## config.mk

```make
export PLATFORM = sky130hd
export DESIGN_NAME = mdu_iterative
export DESIGN_NICKNAME = d
export VERILOG_FILES = /design/src/rtl/mdu_pkg.sv /design/src/rtl/mdu_divstep.sv /design/src/rtl/mdu_iterative.sv
export SDC_FILE = /design/constraint.sdc
export NUM_CORES = 1
export LEC_CHECK = 0
export ABC_CLOCK_PERIOD_IN_PS = 11250
export BUFFER_PORTS_ARGS = -buffer_cell sky130_fd_sc_hd__buf_4
export CAP_MARGIN = 20
export CORE_MARGIN = 2
export CORE_UTILIZATION = 41
export CTS_BUF_LIST = sky130_fd_sc_hd__clkbuf_4 sky130_fd_sc_hd__clkbuf_8
export CTS_CLUSTER_SIZE = 8
export DETAILED_ROUTE_END_ITERATION = 16
export GPL_TIMING_DRIVEN = 0
export PLACE_DENSITY = 0.68
export SLEW_MARGIN = 20
export SYNTH_ARGS = -nofsm -noshare
export SYNTH_HDL_FRONTEND = slang
export SYNTH_SLANG_ARGS = --single-unit
```

## constraint.sdc

```tcl
create_clock -name clk_i -period 11.25 [get_ports clk_i]
set_input_delay 1.6875 -clock clk_i [delete_from_list [all_inputs] [get_ports clk_i]]
set_output_delay 1.6875 -clock clk_i [all_outputs]
set_load 0.02 [all_outputs]
```

## src/rtl/mdu_pkg.sv

```systemverilog
// mdu_pkg: shared types and op-class helpers for the iterative RV32M unit.
package mdu_pkg;

    typedef enum logic [2:0] {
        MUL    = 3'b000,
        MULH   = 3'b001,
        MULHSU = 3'b010,
        MULHU  = 3'b011,
        DIV    = 3'b100,
        DIVU   = 3'b101,
        REM    = 3'b110,
        REMU   = 3'b111
    } mdu_op_e;

    typedef enum logic [1:0] {
        IDLE = 2'b00,
        CALC = 2'b01,
        DONE = 2'b10
    } mdu_state_e;

    function automatic logic is_div(mdu_op_e op);
        return op inside {DIV, DIVU, REM, REMU};
    endfunction

    function automatic logic is_rem(mdu_op_e op);
        return op inside {REM, REMU};
    endfunction

    function automatic logic is_signed_a(mdu_op_e op);
        return op inside {MULH, MULHSU, DIV, REM};
    endfunction

    function automatic logic is_signed_b(mdu_op_e op);
        return op inside {MULH, DIV, REM};
    endfunction

endpackage

```

## src/rtl/mdu_divstep.sv

```systemverilog
// mdu_divstep: one restoring-division step on unsigned magnitudes.
module mdu_divstep #(
    parameter int XLEN = 32
) (
    input  logic [XLEN-1:0] rem_i,
    input  logic [XLEN-1:0] quo_i,
    input  logic [XLEN-1:0] div_i,
    output logic [XLEN-1:0] rem_o,
    output logic [XLEN-1:0] quo_o
);
    logic [XLEN:0] shl;
    logic [XLEN:0] diff;

    always_comb begin
        shl  = {rem_i, quo_i[XLEN-1]};
        diff = shl - {1'b0, div_i};
        // top bit of diff is the borrow: trial subtract failed, restore
        if (diff[XLEN]) begin
            rem_o = shl[XLEN-1:0];
            quo_o = {quo_i[XLEN-2:0], 1'b0};
        end else begin
            rem_o = diff[XLEN-1:0];
            quo_o = {quo_i[XLEN-2:0], 1'b1};
        end
    end

endmodule

```

## src/rtl/mdu_iterative.sv

```systemverilog
// mdu_iterative: radix-2 RV32M multiply/divide unit for the execute stage.
// Works on magnitudes, one shift-add or restoring step per CALC cycle.
module mdu_iterative
    import mdu_pkg::*;
#(
    parameter int XLEN     = 32,
    parameter bit FAST_MUL = 1'b0
) (
    input  logic            clk_i,
    input  logic            rst_ni,
    input  logic            valid_i,
    output logic            ready_o,
    input  logic [2:0]      funct3_i,
    input  logic [XLEN-1:0] op_a_i,
    input  logic [XLEN-1:0] op_b_i,
    input  logic            flush_i,
    output logic            valid_o,
    input  logic            ready_i,
    output logic [XLEN-1:0] result_o,
    output logic            busy_o
);
    localparam int CW = $clog2(XLEN) + 1;
    localparam logic [CW-1:0] CNT_LAST = CW'(XLEN - 1);
    localparam logic [XLEN-1:0] MIN_VAL = {1'b1, {(XLEN-1){1'b0}}};

    mdu_state_e state_q, state_d;
    mdu_op_e    op_q, op_d, op_in;

    logic [CW-1:0]     cnt_q, cnt_d;
    logic              neg_q, neg_d;
    logic [XLEN-1:0]   hi_q, hi_d, lo_q, lo_d;
    logic [XLEN-1:0]   m_q, m_d, res_q, res_d;
    logic [XLEN-1:0]   dv_rem, dv_quo, mag_a, mag_b;
    logic [XLEN-1:0]   nh, nl, quo_s, rem_s, res_sel;
    logic [XLEN:0]     add_sum;
    logic [2*XLEN-1:0] prod_f, prod, prod_s;
    logic              sa, sb, accept, fast, last;

    mdu_divstep #(.XLEN(XLEN)) u_divstep (
        .rem_i (hi_q),
        .quo_i (lo_q),
        .div_i (m_q),
        .rem_o (dv_rem),
        .quo_o (dv_quo)
    );

    assign ready_o  = (state_q == IDLE);
    assign busy_o   = (state_q != IDLE);
    assign valid_o  = (state_q == DONE) & ~flush_i;
    assign result_o = valid_o ? res_q : '0;

    always_comb begin
        op_in   = mdu_op_e'(funct3_i);
        sa      = is_signed_a(op_in) & op_a_i[XLEN-1];
        sb      = is_signed_b(op_in) & op_b_i[XLEN-1];
        mag_a   = sa ? -op_a_i : op_a_i;
        mag_b   = sb ? -op_b_i : op_b_i;
        accept  = valid_i & ready_o & ~flush_i;
        fast    = FAST_MUL & ~is_div(op_q);
        add_sum = {1'b0, hi_q}
                + {1'b0, (lo_q[0] ? m_q : {XLEN{1'b0}})};
        prod_f  = {{XLEN{1'b0}}, m_q} * {{XLEN{1'b0}}, lo_q};

        // {hi, lo} is product for multiplies, {rem, quo} for divides
        if (fast)
            {nh, nl} = prod_f;
        else if (is_div(op_q))
            {nh, nl} = {dv_rem, dv_quo};
        else
            {nh, nl} = {add_sum[XLEN:1], add_sum[0], lo_q[XLEN-1:1]};

        prod   = {nh, nl};
        prod_s = neg_q ? -prod : prod;
        quo_s  = neg_q ? -nl : nl;
        rem_s  = neg_q ? -nh : nh;
        if (is_div(op_q))
            res_sel = is_rem(op_q) ? rem_s : quo_s;
        else if (op_q == MUL)
            res_sel = prod_s[XLEN-1:0];
        else
            res_sel = prod_s[2*XLEN-1:XLEN];
        last = fast | (cnt_q == CNT_LAST);

        state_d = state_q;
        op_d    = op_q;
        cnt_d   = cnt_q;
        neg_d   = neg_q;
        hi_d    = hi_q;
        lo_d    = lo_q;
        m_d     = m_q;
        res_d   = res_q;

        unique case (state_q)
            IDLE: begin
                if (accept) begin
                    op_d    = op_in;
                    cnt_d   = '0;
                    hi_d    = '0;
                    state_d = CALC;
                    if (is_div(op_in)) begin
                        neg_d = is_rem(op_in) ? sa : (sa ^ sb);
                        lo_d  = mag_a;
                        m_d   = mag_b;
                        if (op_b_i == '0) begin
                            res_d   = is_rem(op_in) ? op_a_i : '1;
                            state_d = DONE;
                        end else if (is_signed_b(op_in) &&
                                     op_a_i == MIN_VAL &&
                                     op_b_i == '1) begin
                            res_d   = is_rem(op_in) ? '0 : MIN_VAL;
                            state_d = DONE;
                        end
                    end else begin
                        neg_d = sa ^ sb;
                        lo_d  = mag_b;
                        m_d   = mag_a;
                        if (op_a_i == '0 || op_b_i == '0) begin
                            res_d   = '0;
                            state_d = DONE;
                        end
                    end
                end
            end
            CALC: begin
                hi_d = nh;
                lo_d = nl;
                if (last) begin
                    res_d   = res_sel;
                    state_d = DONE;
                end else begin
                    cnt_d = cnt_q + 1'b1;
                end
            end
            DONE: begin
                if (ready_i)
                    state_d = IDLE;
            end
            default: state_d = IDLE;
        endcase

        if (flush_i)
            state_d = IDLE;
    end

    always_ff @(posedge clk_i or negedge rst_ni) begin
        if (!rst_ni) begin
            state_q <= IDLE;
            op_q    <= MUL;
            cnt_q   <= '0;
            neg_q   <= 1'b0;
            hi_q    <= '0;
            lo_q    <= '0;
            m_q     <= '0;
            res_q   <= '0;
        end else begin
            state_q <= state_d;
            op_q    <= op_d;
            cnt_q   <= cnt_d;
            neg_q   <= neg_d;
            hi_q    <= hi_d;
            lo_q    <= lo_d;
            m_q     <= m_d;
            res_q   <= res_d;
        end
    end

endmodule

```

Word-level counts from Yosys, hierarchy flattened
Cells that the tools add are included.
Storage, ports and cells
  register bits: 140
  bits in latches: 0
  RAM bits: 0
  memory bits (read-only): 0
  bits of input ports: 72
  output and inout port bits: 35
  logic and storage cells: 109
  memories: 0
Operators by class
  add/sub/neg operators: 8
  multipliers: 0
  divide/modulo/power cells: 0
  $lt $le $gt $ge: 0
  equal/unequal tests: 23
  shifts and indexed selects: 0
  mux-type cells: 43
  bitwise operators: 7
  reduce and logical (&&, ||, !) cells: 20
Operator list (number)
  32-bit two-way mux: 24
  32-bit one-hot mux with 2 select lines: 3
  32-bit negation: 4
  32-bit == test, second input constant: 2
  32-bit logical NOT: 2
  64-bit two-way mux: 1
  64-bit negation: 1
  32-bit by 32-bit adder with 33-bit output: 1
  33-bit by 32-bit subtractor with 33-bit output: 1
  3-bit == test, second input constant: 8
  2-bit two-way mux: 8
  6-bit two-way mux: 2
  6-bit one-hot mux with 2 select lines: 1
  4-bit nonzero test: 3
  2-bit nonzero test: 4
  6-bit by 1-bit adder with 6-bit output, second input constant: 1
  6-bit by 5-bit == test with 1-bit output, second input constant: 1
  3-bit by 1-bit != test with 1-bit output, second input constant: 2
  3-bit != test, second input constant: 2
  2-bit one-hot mux with 3 select lines: 1
  3-bit AND reduction: 2
  1-bit bitwise AND: 5
  5-bit AND reduction: 1
  2-bit != test, second input constant: 2
  other kinds (15): 19

Logic depth before layout (Yosys ltp)
  depth after elaboration: 10
  gate-level depth with buffers: 22
  mapped depth without buffers: 21

By module
From an unflattened synthesis, not the netlist that was laid out.
Second synthesis, totals
  cells, all modules: 2291
  area total of the unflattened synthesis: 17161.5 um2
By module, submodules not included
  mdu_iterative: instances 1, cells an instance 1955, area an instance 14570.2 um2, sequential area each 3503.4 um2
  mdu_divstep: instances 1, cells an instance 336, area an instance 2591.2 um2, sequential area each 0.0 um2

Worst setup path before layout
Ideal clock, no wire load.
  path type: in2reg
  start point: input op_b_i[0]
  end point: register res_q[15]
  library setup time: 0.119 ns
  arrival time: 4.698 ns
  required time: 11.131 ns
  setup slack: 6.432 ns
  stages: 15
  buffers on the path: 1
  path through: inv_1 ha_1 or4b_2 nor3_1 and2_1 and2_1 nand3_1 nor4_1 a31oi_1 nor2_1 o21a_1 clkbuf_1 nand4_1 a31oi_1 nor2_1
On the way
  word-level cells in the longest chain between the ends: 5
  elaborated cells on any way between the ends: 11
  those cells by class: eq/ne (3); mux (4); reduce/logical (4)
RTL lines
  start: declaration: line mdu_iterative.sv:15  | input logic [XLEN-1:0] op_b_i,
  32-bit logical NOT: line mdu_iterative.sv:104, mdu_iterative.sv:117
  32-bit two-way mux: line mdu_iterative.sv:104  | if (op_b_i == '0) begin
  32-bit two-way mux: line mdu_iterative.sv:100  | if (is_div(op_in)) begin
  32-bit two-way mux: line mdu_iterative.sv:95  | if (accept) begin
  32-bit one-hot mux with 2 select lines: line mdu_iterative.sv:93  | unique case (state_q)
  end signal: assignment: line mdu_iterative.sv:163  | res_q <= res_d;
  end: declaration: line mdu_iterative.sv:32  | logic [XLEN-1:0] m_q, m_d, res_q, res_d;
Several ways; a longest one is shown, not always the timed one. The select of a mux whose other input is x is not followed.
A chain may end at the register's enable or synchronous reset.

Final worst setup path
  start point: register op_q[2]
  end point: register res_q[14]
On the way
  word-level cells in the longest chain between the ends: 9
  elaborated cells on any way between the ends: 20
  those cells by class: add/sub (3); eq/ne (4); mux (10); reduce/logical (3)
RTL lines
  start: declaration: line mdu_iterative.sv:27  | mdu_op_e op_q, op_d, op_in;
  start signal: assignment: line mdu_iterative.sv:157  | op_q <= op_d;
  3-bit == test, on equally long branches: line mdu_pkg.sv:22, mdu_pkg.sv:26
  4-bit nonzero test: line mdu_pkg.sv:22  | return op inside {DIV, DIVU, REM, REMU};
  32-bit two-way mux: line mdu_iterative.sv:67  | else if (is_div(op_q))
  64-bit negation, or another cell as far along: line mdu_iterative.sv:73  | prod_s = neg_q ? -prod : prod;
  64-bit two-way mux, or another cell as far along: line mdu_iterative.sv:73
  32-bit two-way mux, on equally long branches: line mdu_iterative.sv:78, mdu_iterative.sv:77
  32-bit two-way mux *: line mdu_iterative.sv:76  | if (is_div(op_q))
  32-bit two-way mux *: line mdu_iterative.sv:127  | if (last) begin
  32-bit one-hot mux with 2 select lines *: line mdu_iterative.sv:93
Mark *: on every way between the ends. The rest lies on a longest branch, timed or not. The select of a mux whose other input is x is not followed.

==> impl_metrics.ini <==
[critical_path]
path_class = reg2reg
cp.arrival_ps = 7530
worstSetupStartpointType = flip-flop
ff2ff_setup_slack_ps = 4110
rr_worst_depth = 14
endpoint_kind = flip-flop
r2r-start = op_q[2]$_DFFE_PN0P_
cp_max_fo = 10
critical_path_required_ps = 11640
r2r_end = res_q[14]$_DFFE_PN0P_

[detailed_routing]
drt_iter0_markers = 2793
finalWirelength_mm = 87.68
ant_nets = 0
first_pass_iters = 6
via_per_inst = 6.689
via_count = 19990
routedWlPerCell_um = 29.34
route.detailed.drc = 0

[clocking]
cts.sinks = 140
htreeDepth = 4
cts_made_buffers = 17
cts_buffer_depth = 2
clkTransAtPathRegs_ps = 100
postCtsHoldBufs = 0
ctsResizeCount = 0
clkLatencyLatePin_ps = 550
post_cts_buffers = 0
cts_tree = yes
root_buffer = clkbuf_8

[sta]
finalCritPeriodShare_pct = 63.44
worst_pin_slew_ps = 1146
tns_ps = 0
slew_headroom_pct = 23.21
report.final.setup_viol = 0
drv_slew = 0
hold_viol_final = 0
fmax_mhz = 140.1
finalCriticalPeriod_ps = 7137
rsz0062_at_grt = false
skew_ps = 28.20

[synth]
netlist_area_um2 = 16810
synth_edf_count = 0
ys_top_cells_by_area = dfrtp_1, o21ai_0, a21oi_1
synth_cells = 2319
synth_flop_cell = dfrtp_1
synth_top_area_share_pct = 20.84
async_flop_share_pct = 100.0
ys_types = 105
synth.largest_area_cell = dfrtp_1
syn-num-nets = 2463
synth-seq-cells = 140
syn_avg_cell_area_um2 = 7.249
ys_warn_count = 0
yosysSeqAreaShare_pct = 20.84

[grt]
grt_max_degree = 89
grt.overflow.total = 0
first_global_vias = 18140
track_usage_pct = 40.83
grt_pass1_wl_mm = 125.2
antenna_found_initial = 3

[pwr]
total_power_uw = 6174
p_leak_uw = 0.007477
power.share.switching_pct = 61.37
pwr-share-seq_pct = 16.2
power.internal_uw = 2385
p_clk_share_pct = 7.1
power.density_nw_per_um2 = 329.8
p_sw_uw = 3789
combPwrFrac_pct = 76.7
peakVddDrop_v = 0.0001206

[cells_and_area]
nFillCells = 4167
antenna_cells = 0
design_area_um2 = 18720
layout_commonest_cell = nand2_1
layout-drive-gt1-share_pct = 9.935
final_cell_mix = nand2_1, o21ai_0, nor2_1
nets = 2587
syn2layout_area_growth_pct = 11.36

[hold_path]
whs_path_depth = 2
min_path_type = reg2reg
holdCritStartpoint = res_q[3]$_DFFE_PN0P_
hold_end = res_q[3]$_DFFE_PN0P_

[placed_design]
placed_area_um2 = 18300
hpwl_mm = 71.47
routabilityCongestion = 1.067
io_buffers = 103

[die]
num_rows = 74
core_um2 = 40650
dieArea_um2 = 42640
ios = 107
start_util_pct = 41.36
die_height_um = 206.5
die_w_um = 206.5

[job]
max-cap-violations = 0

[status]
status = finished, final reports clean
power groups by stage:
stage	Clock, uW	Sequential, uW	Combinational [uW]
floorplan	0	854	2980
global placement	0	979	4460
detailed placement	0	983	4500
CTS	440	976	4520
global route	460	1010	4960
finish	440	998	4740
how the worst max path moves through the flow:
| stage | from | endpoint | slack, ps | cells after the start |
|---|---|---|---|---|
| after global placement | lo_q[31]$_DFFE_PN0P_ | res_q[13]$_DFFE_PN0P_ | 4340 | 17 |
| after global routing | op_q[2]$_DFFE_PN0P_ | res_q[14]$_DFFE_PN0P_ | 4270 | 14 |
| after floorplan | op_b_i[0] | res_q[15]$_DFFE_PN0P_ | 6430 | 15 |
| after CTS | op_q[2]$_DFFE_PN0P_ | res_q[14]$_DFFE_PN0P_ | 4600 | 14 |
| final | op_q[2]$_DFFE_PN0P_ | res_q[14]$_DFFE_PN0P_ | 4110 | 14 |
| after detailed placement | op_q[2]$_DFFE_PN0P_ | res_q[14]$_DFFE_PN0P_ | 4620 | 14 |
metrics by stage:
stage | util (%) | worst slack [ps] | instances | hold WS [ps]
2_1_floorplan | - | 6432 | 2319 | 441.4
3_3_place_gp | 44.90 | 4336 | 2954 | 464.1
3_5_place_dp | 45.03 | 4621 | 2955 | 465.2
4_1_cts | 45.98 | 4599 | 2987 | 487.4
5_1_grt | 46.05 | 4272 | 2988 | 512.9
6_report | 46.05 | 4113 | 2988 | 483.1
routing by layer:
metal | up-vias | track usage [%] | part of all wire (%)
met5 | - | 0 | 0.062
met4 | 6 | 22.24 | 6.7
met3 | 309 | 11.15 | 11
met2 | 1250 | 59.81 | 42
met1 | 9590 | 54.14 | 41
li1 | 8831 | - | -
sequential cells by signal (all words and copies together), names as in the netlist:
| name | cells |
|---|---|
| hi_q | 32 |
| lo_q | 32 |
| m_q | 32 |
| res_q | 32 |
| cnt_q | 6 |
| op_q | 3 |
| state_q | 2 |
| neg_q | 1 |
area by class of cell:
type | instances | area [um^2] | share of cell area [%]
buffer | 144 | 600.6 | 3.208
clock buffer | 19 | 255.2 | 1.364
clock inverter | 13 | 130.1 | 0.6951
inverter | 70 | 262.8 | 1.404
multi-input combinational | 1965 | 12490 | 66.70
sequential | 140 | 3503 | 18.72
tap | 532 | 665.6 | 3.556
timing repair buffer | 105 | 815.8 | 4.358
cell usage after synthesis (all sizes together) (13+ instances only):
library cell / instances
clkbuf: 100
xor2: 65
and3: 20
dfrtp: 140
nand2b: 14
buf: 44
a31o: 13
o211ai: 42
a21oi: 205
mux2i: 51
o21ai: 235
o31ai: 44
or3: 14
o41ai: 13
a21o: 18
a221oi: 14
o21a: 17
and2: 84
nor3: 59
a211oi: 61
nor2b: 15
inv: 70
o221ai: 17
xnor2: 91
ha: 70
nand4: 31
nor4: 32
nand2: 245
nand3: 77
nor2: 217
a31oi: 33
critical path, stage by stage (launching register included):
cell and delay, ps:
dfrtp_1 340, buf_2 240, buf_2 300, buf_2 380, buf_2 450, buf_1 720, buf_1 630, buf_2 430
buf_2 400, buf_1 730, clkbuf_1 850, a21oi_1 460, a41o_1 340, a211oi_1 560, o31ai_1 120
cells by family (layout without fill, tap and decap cells):
| group | Yosys count | in the layout | synth area share [%] |
|---|---|---|---|
| adder cells (fa/ha/maj) | 72 | 72 | 5.448 |
| XOR/XNOR | 156 | 156 | 8.128 |
| AND/OR/NAND/NOR | 862 | 862 | 25.13 |
| AO/OA/AOI/OAI | 813 | 813 | 31.48 |
| buffers and inverters | 214 | 351 | 5.136 |
| flip-flops | 140 | 140 | 20.84 |
| multiplexers | 62 | 62 | 3.841 |
Power figures use the tool's default switching activity.
